### src/rtl/sync_fifo_fwft.sv
// rtl/sync_fifo_fwft.sv - single-clock FIFO with FWFT/standard read, thresholds, fill level and sticky errors
//
// Ports:
//   clk, rst                 single clock, synchronous active-high reset
//   wr_en, wr_data           push request and data
//   wr_full, wr_almost_full  level == DEPTH, level >= AF_THRESH
//   rd_en                    pop request (FWFT: acknowledges the presented word)
//   rd_data, rd_valid        read data and its qualifier
//   rd_empty, rd_almost_empty level == 0, level <= AE_THRESH
//   level                    stored word count, 0..DEPTH
//   overflow, underflow      sticky error flags
//   clr_err                  clears both error flags (a same-cycle set wins)
module sync_fifo_fwft #(
  parameter int DATA_WIDTH = 32,
  parameter int ADDR_WIDTH = 6,
  parameter bit FWFT       = 1'b1,
  parameter int AF_THRESH  = (1 << ADDR_WIDTH) - 2,
  parameter int AE_THRESH  = 2
) (
  input  logic                  clk,
  input  logic                  rst,
  input  logic                  wr_en,
  input  logic [DATA_WIDTH-1:0] wr_data,
  output logic                  wr_full,
  output logic                  wr_almost_full,
  input  logic                  rd_en,
  output logic [DATA_WIDTH-1:0] rd_data,
  output logic                  rd_valid,
  output logic                  rd_empty,
  output logic                  rd_almost_empty,
  output logic [ADDR_WIDTH:0]   level,
  output logic                  overflow,
  output logic                  underflow,
  input  logic                  clr_err
);

  localparam int DEPTH = 1 << ADDR_WIDTH;
  localparam logic [ADDR_WIDTH:0] DEPTH_L = (ADDR_WIDTH + 1)'(DEPTH);
  localparam logic [ADDR_WIDTH:0] AF_L    = (ADDR_WIDTH + 1)'(AF_THRESH);
  localparam logic [ADDR_WIDTH:0] AE_L    = (ADDR_WIDTH + 1)'(AE_THRESH);

  if (ADDR_WIDTH < 1) begin : g_bad_addr
    $error("sync_fifo_fwft: ADDR_WIDTH must give a depth of at least 2");
  end
  if (AF_THRESH < 0 || AF_THRESH > DEPTH) begin : g_bad_af
    $error("sync_fifo_fwft: AF_THRESH outside 0..DEPTH");
  end
  if (AE_THRESH < 0 || AE_THRESH > DEPTH) begin : g_bad_ae
    $error("sync_fifo_fwft: AE_THRESH outside 0..DEPTH");
  end

  logic [DATA_WIDTH-1:0] mem [DEPTH];
  logic [ADDR_WIDTH-1:0] wr_ptr;
  logic [ADDR_WIDTH-1:0] rd_ptr;
  logic [ADDR_WIDTH:0]   level_nxt;
  logic                  push;
  logic                  pop;

  // Accept decisions use only registered status, so a same-cycle pop never
  // frees room for a push into a full FIFO (and vice versa when empty).
  assign push = wr_en & ~wr_full;
  assign pop  = rd_en & ~rd_empty;

  always_comb begin
    level_nxt = level;
    case ({push, pop})
      2'b10:   level_nxt = level + 1'b1;
      2'b01:   level_nxt = level - 1'b1;
      default: level_nxt = level;
    endcase
  end

  // Status flags are registered from the next level so they change exactly
  // with level and are glitch-free.
  always_ff @(posedge clk) begin
    if (rst) begin
      wr_ptr          <= '0;
      rd_ptr          <= '0;
      level           <= '0;
      wr_full         <= 1'b0;
      wr_almost_full  <= 1'b0;
      rd_empty        <= 1'b1;
      rd_almost_empty <= 1'b1;
      overflow        <= 1'b0;
      underflow       <= 1'b0;
    end else begin
      if (push) wr_ptr <= wr_ptr + 1'b1;
      if (pop)  rd_ptr <= rd_ptr + 1'b1;
      level           <= level_nxt;
      wr_full         <= (level_nxt == DEPTH_L);
      wr_almost_full  <= (level_nxt >= AF_L);
      rd_empty        <= (level_nxt == '0);
      rd_almost_empty <= (level_nxt <= AE_L);
      // Set has priority over clear.
      overflow        <= (overflow  & ~clr_err) | (wr_en & wr_full);
      underflow       <= (underflow & ~clr_err) | (rd_en & rd_empty);
    end
  end

  always_ff @(posedge clk) begin
    if (push) mem[wr_ptr] <= wr_data;
  end

  if (FWFT) begin : g_fwft
    // Head word is shown directly; forced to zero while empty so the output
    // is deterministic after reset regardless of memory contents.
    assign rd_valid = ~rd_empty;
    assign rd_data  = rd_empty ? '0 : mem[rd_ptr];
  end else begin : g_std
    always_ff @(posedge clk) begin
      if (rst) begin
        rd_data  <= '0;
        rd_valid <= 1'b0;
      end else begin
        rd_valid <= pop;
        if (pop) rd_data <= mem[rd_ptr];
      end
    end
  end

endmodule

### config.mk
export PLATFORM = sky130hd
export DESIGN_NAME = sync_fifo_fwft
export DESIGN_NICKNAME = d
export VERILOG_FILES = /design/src/rtl/sync_fifo_fwft.sv
export SDC_FILE = /design/constraint.sdc
export NUM_CORES = 2
export LEC_CHECK = 0
export ABC_AREA = 0
export CAP_MARGIN = 20
export CORE_UTILIZATION = 55
export DETAILED_ROUTE_END_ITERATION = 6
export GPL_TIMING_DRIVEN = 0
export PLACE_DENSITY = 0.71
export SLEW_MARGIN = 20
export SYNTH_ARGS = -nofsm -noshare
export SYNTH_HDL_FRONTEND = slang
export SYNTH_SLANG_ARGS = --single-unit
### constraint.sdc
create_clock -name clk -period 7.95 [get_ports clk]
set_clock_uncertainty 0.2 [all_clocks]
set_input_delay 1.59 -clock clk [delete_from_list [all_inputs] [get_ports clk]]
set_output_delay 1.59 -clock clk [all_outputs]
set_load 0.03 [all_outputs]
### Word-level counts from Yosys, hierarchy flattened

Memory sizes are Yosys's and may differ from the RTL's. A register that Yosys moved wholly into a read port is not among the register bits.
Index checks and enable logic that the tools add are counted.

* flip-flop bits (word level): 25
* bits in latches: 0
* bits in writable memories: 2048
* memory bits (read-only): 0
* input bits: 37
* logic and storage cells: 37
* memories kept: 1

* add/sub/neg operators: 4
* multipliers: 0
* divide/modulo/power cells: 0
* order comparisons: 2
* equal/unequal tests: 3
* shifts and indexed selects: 0
* muxes and demuxes: 6
* bitwise logic cells: 11
* reductions and logical operators: 1

Memory list
* mem: depth 64, bits a word 32, read ports 1, clocked after memory_dff 1, wr ports 1, RTL line 52 `logic [DATA_WIDTH-1:0] mem [DEPTH];`

Operators with widths (count)
* two-way mux 32 bit: 1
* case mux 7 bit (2 select lines): 1
* adder 6 x 1 -> 6 bit (second input constant): 2
* two-way mux 6 bit: 2
* adder 7 x 1 -> 7 bit (second input constant): 1
* == test 7 bit (second input constant): 1
* >= comparator 7 x 6 -> 1 bit (second input constant): 1
* less-or-equal comparator 7 x 2 -> 1 bit (second input constant): 1
* zero test 7 bit: 1
* subtractor 7 x 1 -> 7 bit (second input constant): 1
* bitwise AND 1 bit: 6
* inverter 1 bit: 3
* == test 2 x 1 -> 1 bit (second input constant): 1
* == test 2 bit (second input constant): 1
* two-way mux 1 bit: 2
* OR 1 bit: 2

### Depth between registers and ports, before layout

* depth after elaboration: 5
* mapped depth: 13
* depth with buffers taken out: 11

### Least setup slack after synthesis

No wires, ideal clock.

* path type: input-to-reg
* start point: input port wr_en
* end point: memory mem[48][0] (enable)
* arrival: 4598 ps
* path slack: 2691 ps
* cell stages on the path: 6
* path through: nor2b_1 inv_1 clkbuf_1 nor2_1 nand2_1 nor3_1

* word-level cells in the longest chain between the ends: 3

RTL lines
* start, declared: RTL line 22 `input logic wr_en,`
* bitwise AND 1 bit: RTL line 61 `assign push = wr_en & ~wr_full;`
* two-way mux 1 bit: RTL line 101 `if (push) mem[wr_ptr] <= wr_data;`
* two-way mux 1 bit (implied by the code): RTL line 101
* end, declared: RTL line 52

No other way between the ends.

==> run summary <==
CP max-delay cell: clkbuf_1
Leading area contributor after synthesis: edfxtp_1
Buf/Inv on CP: 4
Yosys warning count: 0
Row count: 139
Cell Area, Synth: 0.0798 mm^2
Max Clock Freq: 0.125 GHz
R2R setup slack: 4.00 ns
Total Die Area: 0.147 mm^2
Wirelength, routed: 253000 um
EDFF count, synth: 2048
Setup ws final: -0.0720 ns
DRT antenna net count: 0
Cells after Synth: 3368
Most frequent cell after synthesis: edfxtp_1
Top post-synthesis cells by area: edfxtp_1 77%, mux4_2 17%, mux2i_1 0.99%, dfxtp_1 0.78%, a211oi_1 0.50%
Post-synth ARST share: 0%
Vias per inst: 7.22
Worst Hold Depth: 2
Multi-input logic area: 0.0171 mm^2
GRT Residual Overflow: 0
Max H-tree Level: 4
Starting density of the core: 55.5%
Hold path start: underflow
Clk buf depth: 3
Register area: 0.0621 mm^2
Fill count: 8889
Vias post-DR: 42500
Power Total: 24100 uW
Total CTS buffers: 197
Top fanout value on the critical path: 10
Crit-path leading delay family: buffers and inverters
CP Launch Type: flip-flop
Failing checks: design-rule violations, negative setup slack
Slew Viols, Final: 0
Layout area overhead: 17.1%
Largest stage delay, worst path: 1.05 ns
Period utilization: 101%
Worst vdd ir: 0.000241 V
Hold EP: underflow
Ports: 83
Layout cell share with drive strength beyond 1: 31.7%
Pre-antenna DRT Iters: 7
Clock-pin slew of the registers on the worst-case setup and hold paths: 0.06 ns
Chip Width: 383 um
Total GRT Usage: 35.1%
Worst slew margin: 10.7%
Crit Path Class: reg -> out
Static Leak: 0.0285 uW
Worst hold-check path type: reg -> reg
GPL Wtd Cong: 0.904
Unrepaired setup endpoints after global routing: false
Seq cells post-synth: 2079
Power Dens Cells: 258 mW/mm^2
Cell Chain, Critical Path: clkbuf_1, clkbuf_1, clkbuf_1, a211oi_1, a211oi_1, a21oi_1, o22ai_1, clkdlybuf4s50_1
Synth unique cells: 53
Clock sink count: 2079
Slew @ Worst Pin: 1.34 ns
# Max-Cap Violations: 0
Setup violators final: 2
IO buf count: 82
Core area: 0.144 mm^2
Post-synth top cells: 2048 x edfxtp_1, 600 x mux4_2, 88 x nor2_1, 79 x mux2i_1, 74 x buf_2
Worst-Skew Late Latency: 0.83 ns
DP Worst Slack: 1.21 ns
R2r worst-path depth: 8
Period minus WS final: 8.02 ns
Root Driver: clkbuf_16
TritonCTS clock tree: yes
First-pass GRT wire length: 342000 um
Vias in the first global route: 41400
Iter 0 DRT Violations: 8463
Most frequent CP cell: clkbuf_1
Die Ht: 383 um
Detail Placement HPWL: 167000 um
Arr. time, crit path: 6.23 ns
Share of the synthesized area in the top cell type: 77.1%
Antenna violations before repair: 12
CP endpoint kind: output port
Ys flop type: edfxtp_1
# nets final: 3864
Fin. Hold Viols: 0
Reg-to-reg endpoint: mem[30][6]
Outcome: finished with violations
DRC: 2
Drt wl/cell: 42.9 um
Post-synthesis sequential area ratio: 77.9%
Setup Fix Bufs, Post-CTS: 0
# resized after CTS: 0
Cts hold-fix bufs: 0
Largest net degree at the start of global routing: 65
Critical Path RT: 6.16 ns
Synthesized area per cell: 23.7 um^2
Reg-to-Reg Start: wr_full
Syn Nets: 3409
## kinds of logic (layout without fill, tap and decap cells)
family	after synthesis	count (layout)	share of synthesized area, %
compound gates	170	170	1.38
xor+xnor	14	14	0.154
fa+ha+maj	4	4	0.0627
buf+inv	203	811	1.24
flops	2079	2079	77.9
mux	684	684	18.0
other cells	0	3	0
simple gates	214	214	1.32
## routing by layer
| metal | up-vias | GRT usage [%] | routed length, um |
|---|---|---|---|
| met1 | 22000 | 47.2 | 83000 |
| met4 | 8 | 19.0 | 16600 |
| li1 | 15400 | - | - |
| met3 | 839 | 11.2 | 40300 |
| met2 | 4203 | 51.5 | 113000 |
| met5 | - | 0.231 | 80 |
## per-stage QoR
stage / instances / hold slack (ns) / util (%) / setup TNS [ns] / cell area (um^2)
2_1_floorplan: 3368 / 0.276 / - / 0 / 79800
3_3_place_gp: 5353 / 0.282 / 57.7 / -252.94 / 83000
3_5_place_dp: 5526 / 0.292 / 60.6 / 0 / 87200
4_1_cts: 5878 / 0.308 / 64.9 / 0 / 93400
5_1_grt: 5879 / 0.353 / 64.9 / 0 / 93400
6_report: 5882 / 0.304 / 64.9 / -0.0895 / 93400
## area by class of cell
class | instances | share of cell area, %
clock inverter | 99 | 1.07
multi-input combinational | 1086 | 18.4
sequential | 2079 | 66.5
tap | 1903 | 2.55
timing repair buffer | 256 | 4.86
antenna | 3 | 0.00804
inverter | 11 | 0.0469
clock buffer | 253 | 5.57
buffer | 192 | 1.04
## flip-flops by register name, summed over array words and instances (netlist names), named ones only
signal           flops
level                7
mem               2048
overflow             1
rd_almost_empty      1
rd_empty             1
rd_ptr               6
underflow            1
wr_almost_full       1
wr_full              1
wr_ptr               6
## worst max-delay path by stage
stage	slack, ns	cells after the start	endpoint	start
detailed placement	1.21	9	rd_data[0]	flip-flop
CTS	0.34	9	rd_data[0]	flip-flop
floorplan	2.69	6	mem[48][0]	wr_en
finish	-0.07	8	rd_data[0]	flip-flop
global placement	-1.80	7	mem[48][22]	wr_en
global route	0.27	8	rd_data[0]	flip-flop
## cell usage in the layout (no fill, tap or decap), types with 23 or more instances in the layout
master and count:
clkdlybuf4s50_1 50, a211oi_1 53, nor2_4 60, buf_4 45, o22ai_1 31, mux2i_1 79
nor2_1 28, nor2b_1 38, clkbuf_1 104, nand2_1 34, clkinv_1 42, buf_12 83
dfxtp_1 31, buf_2 106, a21oi_1 46, edfxtp_1 2048, clkinv_2 23, clkbuf_16 200
mux4_2 600, buf_16 75
## report_power, final
group | leakage, uW | internal (uW) | switching, uW
Combinational | 0.00684 | 1100 | 1590
Sequential | 0.0187 | 12100 | 32.6
Clock | 0.00301 | 5220 | 4060
Total | 0.0285 | 18400 | 5690
## worst reg2reg max path, delay by kind of cell (launching register included)
| family | cells | cell delay (ns) |
|---|---|---|
| and+or+nand+nor | 4 | 2.21 |
| buffers and inverters | 4 | 0.89 |
| DFF | 1 | 0.33 |
Note: power is estimated with default switching activity, not from simulation.
